===== src/rtl/rv_writeback_stage.sv =====
// rtl/rv_writeback_stage.sv - writeback stage: load align, EX/MEM arbitration, EX FIFO, register write port (optional WB_RETIRE_CNT_EN)
module rv_writeback_stage #(
    parameter int XLEN          = 32,
    parameter int EX_FIFO_DEPTH = 2
) (
    input  logic            clk,
    input  logic            rst_n,
    input  logic            ex_valid,
    output logic            ex_ready,
    input  logic [4:0]      ex_rd,
    input  logic [XLEN-1:0] ex_result,
    input  logic            mem_valid,
    input  logic [4:0]      mem_rd,
    input  logic [XLEN-1:0] mem_rdata,
    input  logic [1:0]      mem_addr_lo,
    input  logic [2:0]      mem_funct3,
    output logic            reg_we,
    output logic [4:0]      rd,
    output logic [XLEN-1:0] rd_val,
    output logic            load_err,
    output logic [31:0]     retire_cnt
);

    localparam int AW = (EX_FIFO_DEPTH > 1) ? $clog2(EX_FIFO_DEPTH) : 1;
    localparam logic [AW:0] FULL_CNT = (AW+1)'(EX_FIFO_DEPTH);

    logic [4:0]      fifo_rd  [EX_FIFO_DEPTH];
    logic [XLEN-1:0] fifo_val [EX_FIFO_DEPTH];
    logic [AW-1:0]   wr_ptr, rd_ptr;
    logic [AW:0]     count;

    logic            fifo_empty;
    logic            ex_accept;
    logic [7:0]      lane_byte;
    logic [15:0]     lane_half;
    logic            load_ok;
    logic [XLEN-1:0] load_val;

    logic            take;
    logic [4:0]      take_rd;
    logic [XLEN-1:0] take_val;
    logic            take_err;
    logic            push, pop;

    // Full is judged on the registered count only, so a same-cycle pop never reopens the port.
    assign ex_ready   = (count != FULL_CNT);
    assign fifo_empty = (count == '0);
    assign ex_accept  = ex_valid && ex_ready;

    // Extract the addressed byte/halfword, extend it, and flag illegal or misaligned loads.
    always_comb begin
        lane_byte = 8'h00;
        lane_half = mem_addr_lo[1] ? mem_rdata[31:16] : mem_rdata[15:0];
        load_ok   = 1'b0;
        load_val  = mem_rdata;
        case (mem_addr_lo)
            2'd0:    lane_byte = mem_rdata[7:0];
            2'd1:    lane_byte = mem_rdata[15:8];
            2'd2:    lane_byte = mem_rdata[23:16];
            default: lane_byte = mem_rdata[31:24];
        endcase
        case (mem_funct3)
            3'b000, 3'b100: begin
                load_ok  = 1'b1;
                load_val = {{(XLEN-8){lane_byte[7] & ~mem_funct3[2]}}, lane_byte};
            end
            3'b001, 3'b101: begin
                load_ok  = ~mem_addr_lo[0];
                load_val = {{(XLEN-16){lane_half[15] & ~mem_funct3[2]}}, lane_half};
            end
            3'b010: begin
                load_ok  = (mem_addr_lo == 2'd0);
                load_val = mem_rdata;
            end
            default: load_ok = 1'b0;
        endcase
    end

    // Pick the source for the output register: MEM first, then the FIFO head, then a bypassed EX beat.
    always_comb begin
        take     = 1'b0;
        take_rd  = mem_rd;
        take_val = load_val;
        take_err = 1'b0;
        push     = 1'b0;
        pop      = 1'b0;
        if (mem_valid) begin
            take     = load_ok;
            take_err = ~load_ok;
            push     = ex_accept;
        end else if (!fifo_empty) begin
            take     = 1'b1;
            take_rd  = fifo_rd[rd_ptr];
            take_val = fifo_val[rd_ptr];
            pop      = 1'b1;
            push     = ex_accept;
        end else if (ex_accept) begin
            take     = 1'b1;
            take_rd  = ex_rd;
            take_val = ex_result;
        end
    end

    // EX buffer storage; contents need no reset because count gates every read.
    always_ff @(posedge clk) begin
        if (push) begin
            fifo_rd[wr_ptr]  <= ex_rd;
            fifo_val[wr_ptr] <= ex_result;
        end
    end

    // EX buffer pointers and occupancy; pointers wrap naturally on the power-of-two depth.
    always_ff @(posedge clk or negedge rst_n) begin
        if (!rst_n) begin
            wr_ptr <= '0;
            rd_ptr <= '0;
            count  <= '0;
        end else begin
            if (push) wr_ptr <= wr_ptr + 1'b1;
            if (pop)  rd_ptr <= rd_ptr + 1'b1;
            case ({push, pop})
                2'b10:   count <= count + 1'b1;
                2'b01:   count <= count - 1'b1;
                default: count <= count;
            endcase
        end
    end

    // Register write port; x0 writes are suppressed and zeroed but rd/rd_val otherwise hold when idle.
    always_ff @(posedge clk or negedge rst_n) begin
        if (!rst_n) begin
            reg_we   <= 1'b0;
            rd       <= '0;
            rd_val   <= '0;
            load_err <= 1'b0;
        end else begin
            load_err <= take_err;
            reg_we   <= take && (take_rd != 5'd0);
            if (take) begin
                rd     <= take_rd;
                rd_val <= (take_rd == 5'd0) ? '0 : take_val;
            end
        end
    end

`ifdef WB_RETIRE_CNT_EN
    logic [31:0] retire_q;

    // Count every selected writeback, x0 included, in step with the write port.
    always_ff @(posedge clk or negedge rst_n) begin
        if (!rst_n) begin
            retire_q <= '0;
        end else if (take) begin
            retire_q <= retire_q + 32'd1;
        end
    end

    assign retire_cnt = retire_q;
`else
    assign retire_cnt = 32'd0;
`endif

endmodule

===== config.mk =====
export PLATFORM = sky130hd
export DESIGN_NAME = rv_writeback_stage
export DESIGN_NICKNAME = d
export VERILOG_FILES = /design/src/rtl/rv_writeback_stage.sv
export SDC_FILE = /design/constraint.sdc
export NUM_CORES = 1
export LEC_CHECK = 0
export CAP_MARGIN = 20
export CELL_PAD_IN_SITES_DETAIL_PLACEMENT = 0
export CELL_PAD_IN_SITES_GLOBAL_PLACEMENT = 1
export CORE_MARGIN = 5
export CORE_UTILIZATION = 39
export DETAILED_ROUTE_END_ITERATION = 10
export GPL_ROUTABILITY_DRIVEN = 0
export PLACE_DENSITY = 0.83
export RECOVER_POWER = 100
export SLEW_MARGIN = 20
export SYNTH_ARGS = -nofsm -noshare
export SYNTH_HDL_FRONTEND = slang
export SYNTH_SLANG_ARGS = --single-unit

===== constraint.sdc =====
create_clock -name clk -period 3.35 [get_ports clk]
set_input_delay 0.8375 -clock clk [delete_from_list [all_inputs] [get_ports clk]]
set_output_delay 0.8375 -clock clk [all_outputs]
set_load 0.05 [all_outputs]

# == Word level (Yosys, flattened, before mapping) ==
# Memories as Yosys holds them, arrays and structs flattened.
# Index checks and enable logic that the tools add are counted.
# word_totals
regBits,43
latchBits,0
mem_bits_rw,74
rom_bits,0
in_bits,83
out_inout_bits,72
word_cells,59
n_memories,2
# mem_list
memory,depth,word_bits,read_ports,rd_clocked_by_memory_dff,write_ports,line_no,text
fifo_val,2,32,1,0,1,28,logic [XLEN-1:0] fifo_val [EX_FIFO_DEPTH];
fifo_rd,2,5,1,0,1,27,logic [4:0] fifo_rd [EX_FIFO_DEPTH];
# classes
addsub,4
mul,0
n_div,0
order_cmp,0
n_eq_ne,9
n_shift,0
n_mux,22
bitwise_logic,5
n_reduce_logical,10
# op_table
op,n
2-to-1 mux 32 bit,4
case mux 32 bit (2 select lines),1
case mux 8 bit (3 select lines),1
2-to-1 mux 16 bit,1
2-to-1 mux 5 bit,3
2-to-1 mux 1 bit,10
"equality test 3 bit, second input constant",2
logical NOT 5 bit,1
nonzero test 5 bit,1
"equality test 2 x 1 -> 1 bit, second input constant",2
"equality test 2 bit, second input constant",2
logical NOT 2 bit,2
case mux 2 bit (2 select lines),1
OR reduction 2 bit,2
"equality test 3 x 1 -> 1 bit, second input constant",1
"equality test 3 x 2 -> 1 bit, second input constant",1
logical NOT 3 bit,1
inverter 1 bit,3
case mux 1 bit (3 select lines),1
"adder 1 bit, second input constant",2
"adder 2 x 1 -> 2 bit, second input constant",1
AND 1 bit,2
logical AND 1 bit,2
"inequality test 2 bit, second input constant",1
other kinds (2),2

# == Logic depth before layout (Yosys ltp) ==
# Gate-level depths: netlist of the first run.
# logic_depth
word_depth,8
mapped_depth,9
depth_no_buf,7

# == Least setup slack after synthesis of the first run ==
# No wires, ideal clock.
# synth_timing
path_type,input to register
from,input mem_valid
to,memory fifo_rd[0][0] (enable)
arrival_ns,2.755
required_time_ns,2.919
path_slack_ns,0.164
cell_stages,4
n_path_buf,0
path_cell_list,inv_1 -> nor2_1 -> o21ai_0 -> nor2_1
# synth_via
elab_chain_cells,3
# synth_lines
item,line_no,text
from (decl),12,"input logic mem_valid,"
2-to-1 mux 1 bit,87,if (mem_valid) begin
2-to-1 mux 1 bit,106,if (push) begin
2-to-1 mux 1 bit (implied by the code),107,fifo_rd[wr_ptr] <= ex_rd;
to (decl),27,
# No other way between the ends.

# == Final worst setup path of the first run ==
# layout_timing
from,register count[0]
to,output ex_ready
# layout_via
elab_chain_cells,1
# layout_lines
item,line_no,text
from (decl),30,logic [AW:0] count;
from (signal assigned),122,2'b10: count <= count + 1'b1;
from (signal assigned),123,2'b01: count <= count - 1'b1;
from (signal assigned),124,default: count <= count;
inequality test 2 bit,46,assign ex_ready = (count != FULL_CNT);
to (decl),9,"output logic ex_ready,"
# No other way between the ends.

==> flow_summary_export.csv, run 1 <==
group,metric,value,unit
placed_design,pre_cts_slack,0.212,ns
synthesis,ys_seq_elements,117,
clock_network,cts_tree,"built",
die,fp.dieH,134,um
final_layout,areaGrowthSynthToFinish,31.4,%
power,p_comb_share,40.0,%
sta,relSlewSlack,-6.60,%
sta,hold_violations,0,
die,io_pins,155,
grt,grt_pass1_vias,4629,
placed_design,dpl-instance-area,7310,sq um
die,rows,45,
worst_setup_path,crit_required,2.51,ns
synthesis,synth_edf_count,74,
grt,gr-total-overflow,0,
worst_setup_path,crit_path_end_kind,"output pin",
synthesis,yosysTopAreaCell,"edfxtp_1",
sta,tightest_slew,1.60,ns
placed_design,place.detailed.hpwl,12.2,mm
worst_setup_path,crit_fanout,8,
detailed_routing,drtPass1Iterations,5,
synthesis,avgSynthCellArea,12.6,sq um
synthesis,yosys_warnings,0,
final_layout,nNetsFinal,686,
worst_setup_path,path_class,"register to output pin",
power,seqPwrFrac,33.4,%
clock_network,path_clk_slew,0.05,ns
sta,fin_ws,0.323,ns
clock_network,cts_resized,0,
detailed_routing,ant_nets,0,
synthesis,synth.cell_area,5970,sq um
power,irDropWorstVdd,477,uV
sta,clock.fmax,330,MHz
synthesis,yosys.area.top_type_share,37.2,%
final_layout,final_cell_area,7850,sq um
die,start_util,39.6,%
clock_network,clock_latency,0.41,ns
worst_hold_path,holdCritPathClass,"register to register",
power,switching_power,0.00270,W
power,swShare,39.5,%
detailed_routing,drc,0,
clock_network,cts_num_sinks,117,
clock_network,ctsHoldBuffers,0,
sta,finClkSkew,0.0105,ns
worst_setup_path,start_kind,"register",
synthesis,yosys-top-cells-area,"edfxtp_1 37%, dfrtp_1 18%, mux2i_1 4.2%, buf_4 4.1%, nand2_1 4.0%",
synthesis,synthArstFlopShare,36.8,%
power,p_leak,3.01,nW
grt,grt_pass1_wl,26.7,mm
run,cap_viol_max_count,1,
sta,setup-tns-final,0,ns
sta,min_period,3.03,ns
final_layout,n_fill_cell,1303,
clock_network,cts_buffers,17,
power,powerDensity,871,nW/um^2
final_layout,drive_gt1_share,15.1,%
power,p_int,0.00413,W
worst_setup_path,arrival,2.19,ns
clock_network,post-cts-setup-buffers,0,
power,p_total,0.00684,W
detailed_routing,via_per_inst,5.54,
die,die_w,134,um
status,status,"finished, violations left",
sta,rsz0062_at_grt,"false",
die,die_area,17900,sq um
grt,grtUsageTotal,19.6,%
die,core,15100,sq um
clock_network,root_buffer,"clkbuf_16",
synthesis,ys.flop_type,"edfxtp_1",
synthesis,syn_inst,475,
detailed_routing,wl_per_cell,21.5,um
detailed_routing,vias,4452,
detailed_routing,route.final.wire_length,17.2,mm
synthesis,synth_commonest_cells,"74 x edfxtp_1, 64 x nand2_1, 43 x dfrtp_1",
clock_network,clockBufferDepth,2,
grt,grt_max_degree,34,
clock_network,cts-htree-levels,4,
status,violations,"max-capacitance violations, max-slew violations",
grt,antenna_found_initial,0,
synthesis,synth_cell_types,56,
sta,hold_slack,0.476,ns
sta,timing.final.crit_share,90.4,%
detailed_routing,drt_iter0_drc,330,
final_layout,diodes,0,
sta,slew_viol_final,27,
power,clkPwrFrac,26.6,%
synthesis,yosysSeqAreaShare,55.2,%
sta,report.final.setup_viol,0,
placed_design,port_buffers,122,
synthesis,yosysMostFrequentCell,"edfxtp_1",
==> worst paths after layout <==
kind	start	end	slack [ns]	cells past startpoint
setup / recovery	count[0]	ex_ready	0.32	2
hold / removal	rd_val[13]	rd_val[13]	0.48	2
setup reg to reg	count[0]	rd_val[18]	0.99	5
hold reg to reg	rd_val[13]	rd_val[13]	0.48	2
max in group asynchronous	rst_n	rd[1]	0.85	2
min in group asynchronous	rst_n	reg_we	0.82	1
==> state kept, by name (all words and copies together), names as in the netlist <==
signal,flops
rd_ptr,1
wr_ptr,1
fifo_val,64
reg_we,1
count,2
fifo_rd,10
rd_val,32
load_err,1
rd,5
==> layer usage <==
| metal | track usage [%] | wire length (um) | vias to the layer above |
|---|---|---|---|
| li1 | - | - | 2026 |
| met1 | 26.1 | 7300 | 2177 |
| met2 | 31.4 | 8350 | 218 |
| met3 | 4.72 | 1220 | 31 |
| met4 | 6.51 | 381 | 0 |
| met5 | 0 | 0 | - |
==> metrics by stage <==
step	util (%)	instances
floorplan	-	506
global placement	48.5	771
detailed placement	48.5	771
CTS	52.4	803
global route	52.0	803
finish	52.0	803
==> cell type report <==
cell class / instances / area (sq um) / share of cell area [%]
clock buffers: 19 / 443 / 5.65
clock inverters: 13 / 158 / 2.01
inverters: 8 / 30.0 / 0.383
multi-input cells: 312 / 2280 / 29.1
flip-flops and latches: 117 / 3300 / 42.1
well taps: 188 / 235 / 3.00
repair buffers: 146 / 1400 / 17.8
==> cells in the final DEF, fill, tap and decap left out, types with 4 or more instances in the layout <==
master,synthesis,routed
mux2i_1,25,25
clkbuf_16,0,17
a21oi_1,7,7
o22ai_1,10,10
a221o_1,6,6
clkdlybuf4s50_1,0,43
conb_1,1,32
nand2_1,64,64
dlygate4sd3_1,0,78
edfxtp_1,74,74
mux2_2,13,13
o31ai_2,18,11
o21ai_0,3,12
dfrtp_1,43,42
xnor2_1,4,4
inv_1,6,6
a211o_1,11,11
o221ai_1,14,14
o31ai_1,4,11
a221oi_1,7,7
a22o_1,15,15
clkbuf_1,11,7
a22oi_1,8,8
nor2_1,15,13
buf_4,33,15
mux4_2,7,7
==> worst max-delay path, stage by stage, from the launching register on <==
cell and delay, ns:
dfrtp_1 0.54, nand2b_1 0.32, dlygate4sd3_1 0.92
==> power groups by stage <==
stage          Clock (W)  Sequential (W)  Combinational [W]
6_report         0.00182         0.00229            0.00273
5_1_grt          0.00192         0.00233            0.00291
2_1_floorplan          0         0.00295            0.00129
3_5_place_dp           0         0.00231            0.00289
4_1_cts          0.00184         0.00229            0.00290
3_3_place_gp           0         0.00230            0.00285
==> kinds of logic after synthesis <==
family,Yosys count,synth area share [%]
adder cells (fa/ha/maj),1,0.210
flip-flops,117,55.2
other,1,0.0628
XOR/XNOR,5,0.733
AND/OR/NAND/NOR,97,7.42
multiplexers,45,9.28
buffers and inverters,77,8.01
AO/OA/AOI/OAI,132,19.0
Note: power is estimated with default switching activity, not from simulation.
==> inputs of run 2 (changes only) <==
SKIP_LAST_GASP = 1   (was not set)
SLEW_MARGIN = not set   (was 20)
==> results of run 2 <==
No change in the layout: final DEF, timing and power equal those of run 1.
==> inputs of run 3 (changes only) <==
CORE_MARGIN = not set   (was 5)
SKIP_CTS_REPAIR_TIMING = 1   (was not set)
==> flow_summary_export.csv, run 3 (synthesis results as in run 1) <==
group,metric,value,unit
run,cap_viol_max_count,1,
grt,grt-busiest-layer,"met2",
sta,relSlewSlack,-1.54,%
die,fp.dieH,126,um
worst_setup_path,arrival,2.22,ns
clock_network,root_buffer,"clkbuf_16",
die,die_w,126,um
worst_setup_path,crit_required,2.51,ns
power,irDropWorstVdd,521,uV
grt,use_met3,5.73,%
clock_network,cts_buffers,17,
sta,slew_viol_final,25,
grt,grt_max_degree,63,
placed_design,port_buffers,122,
grt,gr-usage-met2,33.7,%
detailed_routing,via_per_inst,5.61,
grt,use_met1,28.7,%
detailed_routing,ant_nets,0,
final_layout,mostFrequentLayoutCell,"dlygate4sd3_1",
sta,setup-tns-final,0,ns
die,io_pins,155,
final_layout,reg_top3,"fifo_val: 64 flops, rd_val: 32 flops, fifo_rd: 10 flops",
detailed_routing,vias,4467,
grt,grtUsageTotal,21.7,%
sta,rsz0062_at_grt,"false",
sta,clock.fmax,328,MHz
worst_setup_path,crit_fanout,8,
die,rows,44,
grt,gr-total-overflow,0,
status,violations,"max-capacitance violations, max-slew violations",
power,powerDensity,863,nW/um^2
clock_network,path_clk_slew,0.05,ns
placed_design,pre_cts_slack,0.269,ns
final_layout,areaGrowthSynthToFinish,30.3,%
power,p_leak,2.97,nW
detailed_routing,drtPass1Iterations,7,
sta,fin_ws,0.297,ns
sta,min_period,3.05,ns
clock_network,clock_latency,0.42,ns
grt,antenna_found_initial,0,
sta,tightest_slew,1.52,ns
status,status,"finished, violations left",
final_layout,nNetsFinal,683,
placed_design,place.detailed.hpwl,11.4,mm
final_layout,diodes,0,
clock_network,clockBufferDepth,2,
clock_network,cts_tree,"built",
worst_setup_path,crit_path_end_kind,"output pin",
sta,finClkSkew,0.00833,ns
worst_setup_path,path_class,"register to output pin",
clock_network,cts-htree-levels,4,
detailed_routing,drt_iter0_drc,402,
grt,grt_pass1_wl,25.4,mm
die,start_util,40.5,%
final_layout,drive_gt1_share,14.9,%
grt,grt_pass1_vias,4523,
final_layout,largest_reg_flops,64,
detailed_routing,wl_per_cell,20.5,um
worst_hold_path,holdCritPathClass,"register to register",
die,core,14800,sq um
final_layout,final_cell_mix,"79 x dlygate4sd3_1, 74 x edfxtp_1, 64 x nand2_1, 42 x dfrtp_1, 42 x clkdlybuf4s50_1",
sta,report.final.setup_viol,0,
final_layout,largest_register,"fifo_val",
worst_setup_path,rrSetupSlack,1.14,ns
worst_setup_path,start_kind,"register",
clock_network,cts_num_sinks,117,
power,p_total,0.00672,W
sta,timing.final.crit_share,91.1,%
die,die_area,15800,sq um
detailed_routing,route.final.wire_length,16.3,mm
sta,hold_violations,0,
detailed_routing,drc,0,
sta,hold_slack,0.479,ns
run 3: cell types whose count changed in the layout (fill, tap and decap cells not counted), sizes merged:
cell           change
buf                -4
clkinvlp           +2
bufinv             -1
clkbuf             +1
clkdlybuf4s50      -1
clkinv             -1
dlygate4sd3        +1
run 3: through the flow:
step | cells | cell area [sq um] | util [%]
floorplan | 506 | 6090 | -
global route | 796 | 7780 | 52.7
global placement | 764 | 7280 | 49.4
detailed placement | 764 | 7280 | 49.4
CTS | 796 | 7850 | 53.2
finish | 796 | 7780 | 52.7
run 3: power by group:
| group | switching [W] | total (W) | internal (W) | leakage, nW |
|---|---|---|---|---|
| sequential | 0.000228 | 0.00223 | 0.00201 | 1.20 |
| clock | 0.000643 | 0.00173 | 0.00109 | 0.265 |
| combinational | 0.00182 | 0.00275 | 0.000933 | 1.51 |
run 3: metal layers:
layer,vias to the layer above,routed length (um)
li1,2015,-
met1,2189,6940
met2,234,7710
met3,29,1360
met4,0,314
met5,-,0
run 3: worst paths after layout:
check / start / endpoint / cells after the start
hold reg to reg: rd[4] / rd[4] / 2
min in group asynchronous: rst_n / reg_we / 1
setup / recovery: count[0] / ex_ready / 2
hold / removal: rd[4] / rd[4] / 2
setup reg to reg: count[0] / rd[1] / 6
max in group asynchronous: rst_n / rd_val[19] / 2
run 3: worst max-delay path, cell delays in order (launching register included):
cell,delay (ns)
dfrtp_1,0.54
nand2b_1,0.33
dlygate4sd3_1,0.92
run 3: cell type report:
class | count | area [sq um]
clock inverters | 13 | 135
clock buffers | 19 | 433
well taps | 184 | 230
repair buffers | 143 | 1360
fillers | 1287 | 6970
multi-input cells | 312 | 2290
flip-flops and latches | 117 | 3300
inverters | 8 | 30.0
